`src/rtl/spart_rx.sv`:
```
// SPART receiver: oversampled 8N1 deserializer with start-bit glitch rejection,
// break handling, and a single-entry holding register with overrun reporting.
module spart_rx #(
    parameter int OVERSAMPLE = 16,
    parameter int MID_SAMPLE = 7
) (
    input  logic       clk,
    input  logic       rst,
    input  logic       rx_enable,
    input  logic       rxd,
    input  logic       read,
    output logic [7:0] rx_data,
    output logic       rda,
    output logic       frame_err,
    output logic       overrun
);

    localparam int CNT_W = (OVERSAMPLE > 1) ? $clog2(OVERSAMPLE) : 1;
    localparam logic [CNT_W-1:0] CNT_LAST = CNT_W'(OVERSAMPLE - 1);
    localparam logic [CNT_W-1:0] CNT_MID  = CNT_W'(MID_SAMPLE);

    typedef enum logic [2:0] {
        IDLE,
        START,
        DATA,
        STOP,
        WAIT_HIGH
    } state_t;

    state_t           state, state_next;
    logic [CNT_W-1:0] cnt, cnt_next;
    logic [2:0]       idx, idx_next;
    logic [7:0]       shift, shift_next;
    logic             frame_done;
    logic             rx_meta, rxs;

    // Two-flop synchronizer; idles high so reset never looks like a start bit.
    always_ff @(posedge clk) begin
        if (!rst) begin
            rx_meta <= 1'b1;
            rxs     <= 1'b1;
        end else begin
            rx_meta <= rxd;
            rxs     <= rx_meta;
        end
    end

    always_ff @(posedge clk) begin
        if (!rst) begin
            state <= IDLE;
            cnt   <= '0;
            idx   <= '0;
            shift <= '0;
        end else begin
            state <= state_next;
            cnt   <= cnt_next;
            idx   <= idx_next;
            shift <= shift_next;
        end
    end

    always_comb begin
        state_next = state;
        cnt_next   = cnt;
        idx_next   = idx;
        shift_next = shift;
        frame_done = 1'b0;
        if (rx_enable) begin
            case (state)
                IDLE: begin
                    if (!rxs) begin
                        state_next = START;
                        cnt_next   = '0;
                    end
                end
                START: begin
                    // A line that is high again at mid start bit was only a glitch.
                    if (cnt == CNT_MID) begin
                        cnt_next   = '0;
                        idx_next   = '0;
                        state_next = rxs ? IDLE : DATA;
                    end else begin
                        cnt_next = cnt + CNT_W'(1);
                    end
                end
                DATA: begin
                    if (cnt == CNT_LAST) begin
                        cnt_next        = '0;
                        shift_next[idx] = rxs;
                        if (idx == 3'd7) begin
                            state_next = STOP;
                        end else begin
                            idx_next = idx + 3'd1;
                        end
                    end else begin
                        cnt_next = cnt + CNT_W'(1);
                    end
                end
                STOP: begin
                    if (cnt == CNT_LAST) begin
                        cnt_next   = '0;
                        frame_done = 1'b1;
                        state_next = rxs ? IDLE : WAIT_HIGH;
                    end else begin
                        cnt_next = cnt + CNT_W'(1);
                    end
                end
                WAIT_HIGH: begin
                    if (rxs) begin
                        state_next = IDLE;
                    end
                end
                default: state_next = IDLE;
            endcase
        end
    end

    // Holding register: a read in the completion cycle frees the slot for the new byte.
    always_ff @(posedge clk) begin
        if (!rst) begin
            rx_data   <= 8'h00;
            rda       <= 1'b0;
            frame_err <= 1'b0;
            overrun   <= 1'b0;
        end else if (frame_done) begin
            if (!rda || read) begin
                rx_data   <= shift;
                rda       <= 1'b1;
                frame_err <= ~rxs;
                overrun   <= 1'b0;
            end else begin
                overrun <= 1'b1;
            end
        end else if (read && rda) begin
            rda     <= 1'b0;
            overrun <= 1'b0;
        end
    end

endmodule
```
`config.mk`:
```
export PLATFORM = sky130hd
export DESIGN_NAME = spart_rx
export DESIGN_NICKNAME = d
export VERILOG_FILES = /design/src/rtl/spart_rx.sv
export SDC_FILE = /design/constraint.sdc
export NUM_CORES = 1
export LEC_CHECK = 0
export BUFFER_PORTS_ARGS = -buffer_cell sky130_fd_sc_hd__buf_2
export CAP_MARGIN = 30
export CORE_MARGIN = 2
export CORE_UTILIZATION = 51
export DETAILED_ROUTE_END_ITERATION = 12
export PLACE_DENSITY = 0.85
export RECOVER_POWER = 50
export REMOVE_ABC_BUFFERS = 1
export SETUP_SLACK_MARGIN = 0.3
export SLEW_MARGIN = 20
export SYNTH_ARGS = -nofsm -noshare
export SYNTH_HDL_FRONTEND = slang
export SYNTH_SLANG_ARGS = --single-unit
```
`constraint.sdc`:
```
create_clock -name clk -period 1.6 [get_ports clk]
set_input_delay 0.24 -clock clk [delete_from_list [all_inputs] [get_ports clk]]
set_output_delay 0.24 -clock clk [all_outputs]
set_load 0.02 [all_outputs]
```
==> results.sh, run 1 <==
export IMPL_status="finished clean"
export IMPL_synth_top_cell_by_area="dfxtp_1"
export IMPL_setup_ws_ns=0.101
export IMPL_period_minus_slack_ns=1.50
export IMPL_gp_congestion=0.831
export IMPL_die_h_um=57.2
export IMPL_finalCritPeriodShare_pct=93.7
export IMPL_cts_tree="built"
export IMPL_ys_seq_area_share_pct=43.1
export IMPL_root_buffer="clkbuf_4"
export IMPL_place_hpwl_mm=2.11
export IMPL_drtAntennaViolNets=0
export IMPL_hold_violations=0
export IMPL_grt_overflow=0
export IMPL_critPathArrivalTime_ns=1.72
export IMPL_worstPathRequired_ns=1.82
export IMPL_clk_path_buf_depth=2
export IMPL_synth_edf_count=0
export IMPL_drt_initial_drc_count=63
export IMPL_dp_slack_ns=-0.137
export IMPL_fp_dieArea_mm2=0.00327
export IMPL_vias=1391
export IMPL_core_mm2=0.00271
export IMPL_async_reset_ff_share_pct=0
export IMPL_synth_top_cell_area_share_pct=43.1
export IMPL_slowest_stage="or3_4"
export IMPL_cp_start_kind="register"
export IMPL_wl_mm=3.94
export IMPL_use_met3_pct=5.90
export IMPL_critPathMaxFanout=6
export IMPL_antenna_found_initial=0
export IMPL_leakage_nw=0.707
export IMPL_start_util_pct=53.2
export IMPL_syn_avg_cell_area_um2=8.74
export IMPL_timing_hold_ws_ns=0.0767
export IMPL_post_route_util_pct=74.5
export IMPL_synthFlopType="dfxtp_1"
export IMPL_drv_cap=0
export IMPL_met1_usage_pct=26.7
export IMPL_cts_num_sinks=31
export IMPL_maxSlewHeadroom_pct=58.7
export IMPL_path_buf_inv=0
export IMPL_grtUsageTotal_pct=22.4
export IMPL_ios=16
export IMPL_synthTopCellsByCount="dfxtp_1, nand2_1, mux2i_1, nand3_1, o21ai_0"
export IMPL_grt_pass1_wl_mm=5.67
export IMPL_htreeDepth=2
export IMPL_final_setup_skew_ns=0.0108
export IMPL_power_density_mw_per_mm2=753
export IMPL_grt_pass1_vias=1277
export IMPL_placementRows=19
export IMPL_slowest_delay_ns=0.39
export IMPL_path_class="reg2reg"
export IMPL_yosysWarnings=0
export IMPL_hold_path_class="in2reg"
export IMPL_cp_top_family="simple AND/OR/NAND/NOR gates"
export IMPL_yosysMostFrequentCell="dfxtp_1"
export IMPL_io_buffers=15
export IMPL_cts_clk_slew_worst_paths_ns=0.10
export IMPL_rsz0062_at_grt="true"
export IMPL_cts_buffers=5
export IMPL_setup_viol=0
export IMPL_synth_seq_cells=31
export IMPL_vias_per_cell=6.02
export IMPL_grtUsageMet2_pct=38.3
export IMPL_drtPass1Iterations=5
export IMPL_report_final_slew_viol_count=0
export IMPL_drc=0
export IMPL_synthTopCellsByArea="dfxtp_1, mux2i_1, nand2_1"
export IMPL_p_total_mw=1.52
export IMPL_final_layout_size_suffix_gt1_share_pct=36.5
export IMPL_num_nets_final=207
export IMPL_tightest_slew_ns=0.620
export IMPL_path_cells="ha_4 -> and3_4 -> nand2_8 -> or3_4 -> mux2i_1"
export IMPL_grt_start_max_net_pins=35
export IMPL_area_delta_synth_final_pct=40.0
export IMPL_fmax_mhz=667
export IMPL_syn_inst=165
export IMPL_wl_per_cell_um=17.0
export IMPL_ir_drop_uv=790
export IMPL_num_antenna_cells=0
export IMPL_synth_cell_types=40
export IMPL_die_w_um=57.2
export IMPL_top_usage_layer="met2"
export IMPL_clkLatencyLatePin_ns=0.35
export IMPL_syn_area_mm2=0.00144
export IMPL_endpoint_kind="register"
-- registers in the layout, indices dropped and copies added (netlist names) --
register / flops
rda: 1
cnt: 4
overrun: 1
rx_data: 8
frame_err: 1
rxs: 1
idx: 3
state: 3
rx_meta: 1
shift: 8
-- per-stage QoR --
stage,instances,TNS (ns),area [µm²]
finish,231,0,2020
global route,231,-0.00730,2020
CTS,224,0,1830
detailed placement,209,-0.388,1580
global placement,209,0,1580
floorplan,155,0,1400
-- cell families (layout without fill, tap and decap cells) --
family                     after synthesis  after routing  share of synthesized area (%)
DFF                                     31             31                           43.1
and+or+nand+nor                         76             76                           28.5
buffers and inverters                   12             47                           3.65
muxes                                   13             13                           9.03
adders and majority gates                3              3                           2.60
xor gates and xnor gates                 2              2                           1.22
AOI/OAI and AO/OA                       28             28                           12.0
-- cells in the final DEF (no fill, tap or decap), drive strengths merged, types with 2 or more instances in the layout --
master / instances
a21o: 2
a21oi: 5
and4: 3
buf: 24
clkbuf: 19
dfxtp: 31
ha: 3
inv: 2
mux2i: 13
nand2: 28
nand2b: 5
nand3: 13
nand3b: 3
nor2: 4
nor2b: 4
nor3: 2
nor3b: 2
nor4: 3
nor4b: 3
o211ai: 3
o21ai: 11
o31ai: 2
or3: 2
-- routing by layer --
metal / wire length (µm) / vias up
li1: - / 658
met1: 1590 / 678
met2: 2030 / 44
met3: 194 / 11
met4: 118 / 0
met5: 0 / -
-- where the power goes --
group	switching, mW	total [mW]	leakage (nW)	internal, mW
combinational	0.0493	0.0741	0.402	0.0249
sequential	0.00816	0.780	0.256	0.772
clock	0.296	0.665	0.0482	0.369
total	0.354	1.52	0.707	1.17
-- final cells by class --
class                           instances  area, µm²
Multi-Input combinational cell        122       1000
Fill cell                             194        692
Tap cell                               31       38.8
Clock inverter                          2       35.0
Timing Repair Buffer                   37        243
Sequential cell                        31        642
Clock buffer                            6       51.3
Inverter                                2       7.51
-- what timing repair did --
item                                    in CTS  in global routing
resized for setup                           31                 29
pin swaps                                   11                 14
hold buffers                                 0                  0
buffers inserted                             7                  7
cloned                                       0                  0
endpoints found under the setup margin      27                 26
-- final timing paths --
path	slack [ns]	end	cells after the start	start
worst min register to register	0.42	rxs$_SDFF_PN1_	1	rx_meta$_SDFF_PN1_
worst min-delay path	0.08	rx_meta$_SDFF_PN1_	2	rxd
worst max register to register	0.10	shift[6]$_SDFFE_PN0P_	5	cnt[0]$_SDFFE_PN0P_
worst max-delay path	0.10	shift[6]$_SDFFE_PN0P_	5	cnt[0]$_SDFFE_PN0P_
(Power assumes the default switching activity.)
==> run 2, diff against run 1 <==
--- a/config.mk
+++ b/config.mk
@@ -7,8 +7,10 @@
 export LEC_CHECK = 0
 export BUFFER_PORTS_ARGS = -buffer_cell sky130_fd_sc_hd__buf_2
 export CAP_MARGIN = 30
-export CORE_MARGIN = 2
+export CORE_ASPECT_RATIO = 1.1
+export CORE_MARGIN = 3
 export CORE_UTILIZATION = 51
+export CTS_CLUSTER_SIZE = 30
 export DETAILED_ROUTE_END_ITERATION = 12
 export PLACE_DENSITY = 0.85
 export RECOVER_POWER = 50
==> results.sh, run 2 (synthesis gave the netlist of run 1 again) <==
export IMPL_status="finished clean"
export IMPL_placementRows=19
export IMPL_critPathArrivalTime_ns=1.87
export IMPL_p_comb_share_pct=5.4
export IMPL_endpoint_kind="register"
export IMPL_drv_cap=0
export IMPL_num_nets_final=211
export IMPL_p_int_mw=1.17
export IMPL_drc=0
export IMPL_maxSlewHeadroom_pct=62.9
export IMPL_final_common_cell="nand2_1"
export IMPL_path_class="reg2reg"
export IMPL_cts_buffers=5
export IMPL_io_buffers=15
export IMPL_htreeDepth=2
export IMPL_die_w_um=56.7
export IMPL_tightest_slew_ns=0.557
export IMPL_wl_per_cell_um=19.5
export IMPL_final_setup_skew_ns=0.00628
export IMPL_slowest_delay_ns=0.38
export IMPL_cts_num_sinks=31
export IMPL_rr_startpoint="cnt[1]$_SDFFE_PN0P_"
export IMPL_ios=16
export IMPL_slowest_stage="dfxtp_4"
export IMPL_top_usage_layer="met2"
export IMPL_fp_dieArea_mm2=0.00350
export IMPL_hold_path_class="in2reg"
export IMPL_num_antenna_cells=0
export IMPL_period_minus_slack_ns=1.60
export IMPL_critPathMaxFanout=9
export IMPL_layout_common_cells="nand2_1, dfxtp_1, buf_4"
export IMPL_place_hpwl_mm=2.13
export IMPL_power_density_mw_per_mm2=731
export IMPL_reg2reg_depth=7
export IMPL_reg_top3="rx_data (8), shift (8), cnt (4)"
export IMPL_drt_initial_drc_count=133
export IMPL_met1_usage_pct=24.7
export IMPL_pwr_share_clk_pct=43.1
export IMPL_grt_overflow=0
export IMPL_core_mm2=0.00259
export IMPL_area_delta_synth_final_pct=43.0
export IMPL_cpMostUsedCell="and4_4"
export IMPL_wl_mm=4.57
export IMPL_place_area_mm2=0.00159
export IMPL_clk_path_buf_depth=2
export IMPL_drtPass1Iterations=4
export IMPL_sw_frac_of_total_pct=22.6
export IMPL_leakage_nw=0.744
export IMPL_dp_cells=210
export IMPL_hold_violations=0
export IMPL_whs_path_depth=2
export IMPL_fmax_mhz=626
export IMPL_p_seq_share_pct=51.5
export IMPL_antenna_found_initial=0
export IMPL_cts_clk_slew_worst_paths_ns=0.10
export IMPL_setup_viol=0
export IMPL_p_sw_mw=0.341
export IMPL_clkLatencyLatePin_ns=0.35
export IMPL_r2r_slack_ns=0.003
export IMPL_grt_pass1_wl_mm=5.89
export IMPL_worstHoldEndpoint="rx_meta$_SDFF_PN1_"
export IMPL_r2r_end="rx_data[7]$_SDFFE_PN0P_"
export IMPL_start_util_pct=55.6
export IMPL_grtUsageTotal_pct=22.4
export IMPL_grt_start_max_net_pins=19
export IMPL_cts_tree="built"
export IMPL_root_buffer="clkbuf_4"
export IMPL_hold_path_startpoint="rxd"
export IMPL_rsz0062_at_grt="true"
export IMPL_worstPathRequired_ns=1.87
export IMPL_path_buf_inv=2
export IMPL_finalInstanceArea_mm2=0.00206
export IMPL_path_cells="ha_4 -> buf_6 -> and4_4 -> and4_4 -> clkbuf_16 -> nand3_1 -> o21ai_0"
export IMPL_final_layout_size_suffix_gt1_share_pct=39.7
export IMPL_grtUsageMet2_pct=38.8
export IMPL_drtAntennaViolNets=0
export IMPL_vias_per_cell=6.20
export IMPL_finalCritPeriodShare_pct=99.8
export IMPL_final_cell_count_no_fill=235
export IMPL_use_met3_pct=6.40
export IMPL_grt_pass1_vias=1321
export IMPL_vias=1458
export IMPL_ir_drop_uv=993
export IMPL_report_final_slew_viol_count=0
export IMPL_die_h_um=61.8
export IMPL_cp_top_family="simple AND/OR/NAND/NOR gates"
export IMPL_gp_congestion=0.873
export IMPL_cp_start_kind="register"
run 2: layer usage:
layer,wire length [µm],vias up
li1,-,665
met1,1810,678
met2,2240,83
met3,265,32
met4,250,0
met5,0,-
run 2: power by group through the flow:
stage,registers (mW),logic (mW),clock network (mW)
after floorplan,0.801,0.0264,0
after global placement,0.801,0.0589,0
after detailed placement,0.802,0.0614,0
after CTS,0.778,0.0676,0.648
after global routing,0.776,0.0874,0.683
final,0.776,0.0811,0.650
run 2: layout make-up:
cell class | instances | area, µm²
Clock buffer | 6 | 51.3
Clock inverter | 2 | 35.0
Fill cell | 156 | 531
Inverter | 2 | 7.51
Multi-Input combinational cell | 122 | 962
Sequential cell | 31 | 648
Tap cell | 31 | 38.8
Timing Repair Buffer | 41 | 318
run 2: worst register-to-register path, stage by stage, from the launching register on:
cell and delay [ns]:
dfxtp_4 0.38, ha_4 0.16, buf_6 0.10, and4_4 0.22
and4_4 0.31, clkbuf_16 0.18, nand3_1 0.08, o21ai_0 0.09
run 2: per-stage QoR:
step / hold WS [ns] / setup WS [ns] / power [mW] / TNS (ns) / utilization, %
2_1_floorplan: 0.313 / 0.0748 / 0.827 / 0 / -
3_3_place_gp: 0.390 / -0.00641 / 0.860 / -0.00641 / 61.4
3_5_place_dp: 0.393 / -0.103 / 0.863 / -0.286 / 61.4
4_1_cts: 0.0738 / 0.123 / 1.49 / 0 / 73.0
5_1_grt: 0.0817 / -0.0402 / 1.55 / -0.0511 / 79.5
6_report: 0.0672 / 0.00324 / 1.51 / 0 / 79.5
run 2: what timing repair did:
action | in CTS | in global routing
gates resized for setup | 38 | 28
pin swaps | 7 | 15
hold buffers | 0 | 0
buffers inserted | 9 | 6
gates cloned | 0 | 2
setup endpoints to repair | 27 | 28
run 2: how the worst max path moves through the flow:
stage,from,to,slack [ns],cells past startpoint
global route,cnt[1]$_SDFFE_PN0P_,rx_data[7]$_SDFFE_PN0P_,-0.04,7
global placement,cnt[0]$_SDFFE_PN0P_,shift[3]$_SDFFE_PN0P_,-0.006,5
detailed placement,cnt[0]$_SDFFE_PN0P_,shift[2]$_SDFFE_PN0P_,-0.10,5
floorplan,cnt[0]$_SDFFE_PN0P_,shift[6]$_SDFFE_PN0P_,0.07,5
finish,cnt[1]$_SDFFE_PN0P_,rx_data[7]$_SDFFE_PN0P_,0.003,7
CTS,cnt[0]$_SDFFE_PN0P_,cnt[0]$_SDFFE_PN0P_,0.12,4
==> run 3, diff against run 2 <==
--- a/config.mk
+++ b/config.mk
@@ -9,10 +9,10 @@
 export CAP_MARGIN = 30
 export CORE_ASPECT_RATIO = 1.1
 export CORE_MARGIN = 3
-export CORE_UTILIZATION = 51
+export CORE_UTILIZATION = 55
 export CTS_CLUSTER_SIZE = 30
 export DETAILED_ROUTE_END_ITERATION = 12
-export PLACE_DENSITY = 0.85
+export PLACE_DENSITY = 0.87
 export RECOVER_POWER = 50
 export REMOVE_ABC_BUFFERS = 1
 export SETUP_SLACK_MARGIN = 0.3
==> constraint.sdc (replaced) <==
create_clock -name clk -period 2 [get_ports clk]
set_input_delay 0.3 -clock clk [delete_from_list [all_inputs] [get_ports clk]]
set_output_delay 0.3 -clock clk [all_outputs]
set_load 0.02 [all_outputs]
==> results.sh, run 3 (synthesis gave the netlist of run 1 again) <==
export IMPL_hold_violations=0
export IMPL_multi_input_area_um2=820
export IMPL_reg2reg_depth=5
export IMPL_grt_start_max_net_pins=25
export IMPL_fill_cells=201
export IMPL_grt_pass1_vias=1217
export IMPL_grt_pass1_wl_mm=5.29
export IMPL_report_final_slew_viol_count=0
export IMPL_postCtsHoldBufs=0
export IMPL_tightest_slew_ns=0.922
export IMPL_drtAntennaViolNets=0
export IMPL_start_util_pct=61.0
export IMPL_cp_start_kind="primary input"
export IMPL_layout_common_cells="dfxtp_1, nand2_1, clkbuf_1"
export IMPL_final_cell_count_no_fill=211
export IMPL_root_buffer="clkbuf_4"
export IMPL_cts_clk_slew_worst_paths_ns=0.08
export IMPL_gp_congestion=0.801
export IMPL_drc=0
export IMPL_setup_viol=0
export IMPL_dp_cells=203
export IMPL_cts_tree="built"
export IMPL_critPathArrivalTime_ns=1.91
export IMPL_final_layout_size_suffix_gt1_share_pct=14.4
export IMPL_placementRows=18
export IMPL_htreeDepth=2
export IMPL_num_nets_final=188
export IMPL_cts_buffers=5
export IMPL_core_mm2=0.00236
export IMPL_ff_latch_area_um2=623
export IMPL_setup_ws_ns=0.358
export IMPL_reg_top3="rx_data (8), shift (8), cnt (4)"
export IMPL_grt_overflow=0
export IMPL_drtPass1Iterations=4
export IMPL_startpoint="rst"
export IMPL_die_h_um=59.7
export IMPL_wl_mm=3.05
export IMPL_leakage_nw=0.550
export IMPL_vias_per_cell=5.88
export IMPL_wl_per_cell_um=14.4
export IMPL_r2r_end="shift[6]$_SDFFE_PN0P_"
export IMPL_whs_path_depth=2
export IMPL_area_delta_synth_final_pct=12.2
export IMPL_hold_path_startpoint="rxd"
export IMPL_power_density_mw_per_mm2=627
export IMPL_die_w_um=54.8
export IMPL_drv_cap=0
export IMPL_rr_startpoint="cnt[1]$_SDFFE_PN0P_"
export IMPL_critPathMaxFanout=24
export IMPL_postCtsSetupBuffers=0
export IMPL_rsz0062_at_grt="false"
export IMPL_hold_path_class="in2reg"
export IMPL_path_class="in2reg"
export IMPL_clkLatencyLatePin_ns=0.33
export IMPL_vias=1240
export IMPL_r2r_slack_ns=0.37
export IMPL_worstHoldEndpoint="rx_meta$_SDFF_PN1_"
export IMPL_final_common_cell="dfxtp_1"
export IMPL_final_setup_skew_ns=0.00771
export IMPL_antenna_found_initial=0
export IMPL_endpoint_kind="register"
export IMPL_cts_num_sinks=31
export IMPL_status="finished clean"
export IMPL_worstPathRequired_ns=2.27
export IMPL_dp_slack_ns=0.213
export IMPL_finalInstanceArea_mm2=0.00162
export IMPL_drt_initial_drc_count=43
export IMPL_period_minus_slack_ns=1.64
export IMPL_maxSlewHeadroom_pct=38.5
export IMPL_setup_tns_ns=0
export IMPL_clk_path_buf_depth=2
export IMPL_place_hpwl_mm=2.09
export IMPL_grtUsageTotal_pct=22.7
export IMPL_fmax_mhz=609
export IMPL_fp_dieArea_mm2=0.00327
export IMPL_num_antenna_cells=0
export IMPL_io_buffers=15
export IMPL_finalCritPeriodShare_pct=82.1
export IMPL_place_area_mm2=0.00153
export IMPL_ios=16
export IMPL_ir_drop_uv=572
## run 3: changes by cell type in the layout (fill, tap and decap cells not counted), sizes merged
cell    change
bufinv      -1
buf        -22
## run 3: what timing repair did
item,4_1_cts,5_1_grt
endpoints found under the hold margin,0,0
endpoints found under the setup margin,8,16
resized for setup,5,6
cloned,0,0
## run 3: metal layers
| layer | global-route usage, % | up-vias | wire length [µm] |
|---|---|---|---|
| met5 | 0 | - | 0 |
| met4 | 10.7 | 0 | 55 |
| met3 | 8.23 | 7 | 161 |
| met2 | 35.8 | 33 | 1540 |
| met1 | 26.9 | 580 | 1290 |
| li1 | - | 620 | - |
## run 3: layout make-up
type,count,share of cell area (%)
Clock buffer,7,2.78
Sequential cell,31,38.5
Multi-Input combinational cell,122,50.7
Inverter,2,0.464
Timing Repair Buffer,18,4.95
Tap cell,30,2.32
Clock inverter,1,0.309
## run 3: critical path, stage by stage
cell	delay (ns)
clkbuf_1	0.67
inv_1	0.34
nor4_1	0.42
a32o_1	0.18
## run 3: per-stage QoR
step	power (mW)	util, %	hold slack (ns)
final	1.01	68.4	0.147
after global placement	0.686	64.8	0.388
after CTS	1.03	68.0	0.126
after global routing	1.07	68.4	0.133
after detailed placement	0.688	64.8	0.405
after floorplan	0.662	-	0.373
## run 3: report_power, final
group          internal [mW]  switching (mW)
registers              0.621         0.00474
clock network          0.137           0.201
logic                 0.0164          0.0348
## run 3: worst max path at each step
stage,endpoint,cells past startpoint
2_1_floorplan,shift[6]$_SDFFE_PN0P_,5
3_5_place_dp,shift[2]$_SDFFE_PN0P_,4
4_1_cts,shift[6]$_SDFFE_PN0P_,5
5_1_grt,state[0]$_SDFFE_PN0P_,4
6_report,state[0]$_SDFFE_PN0P_,4
3_3_place_gp,shift[3]$_SDFFE_PN0P_,5
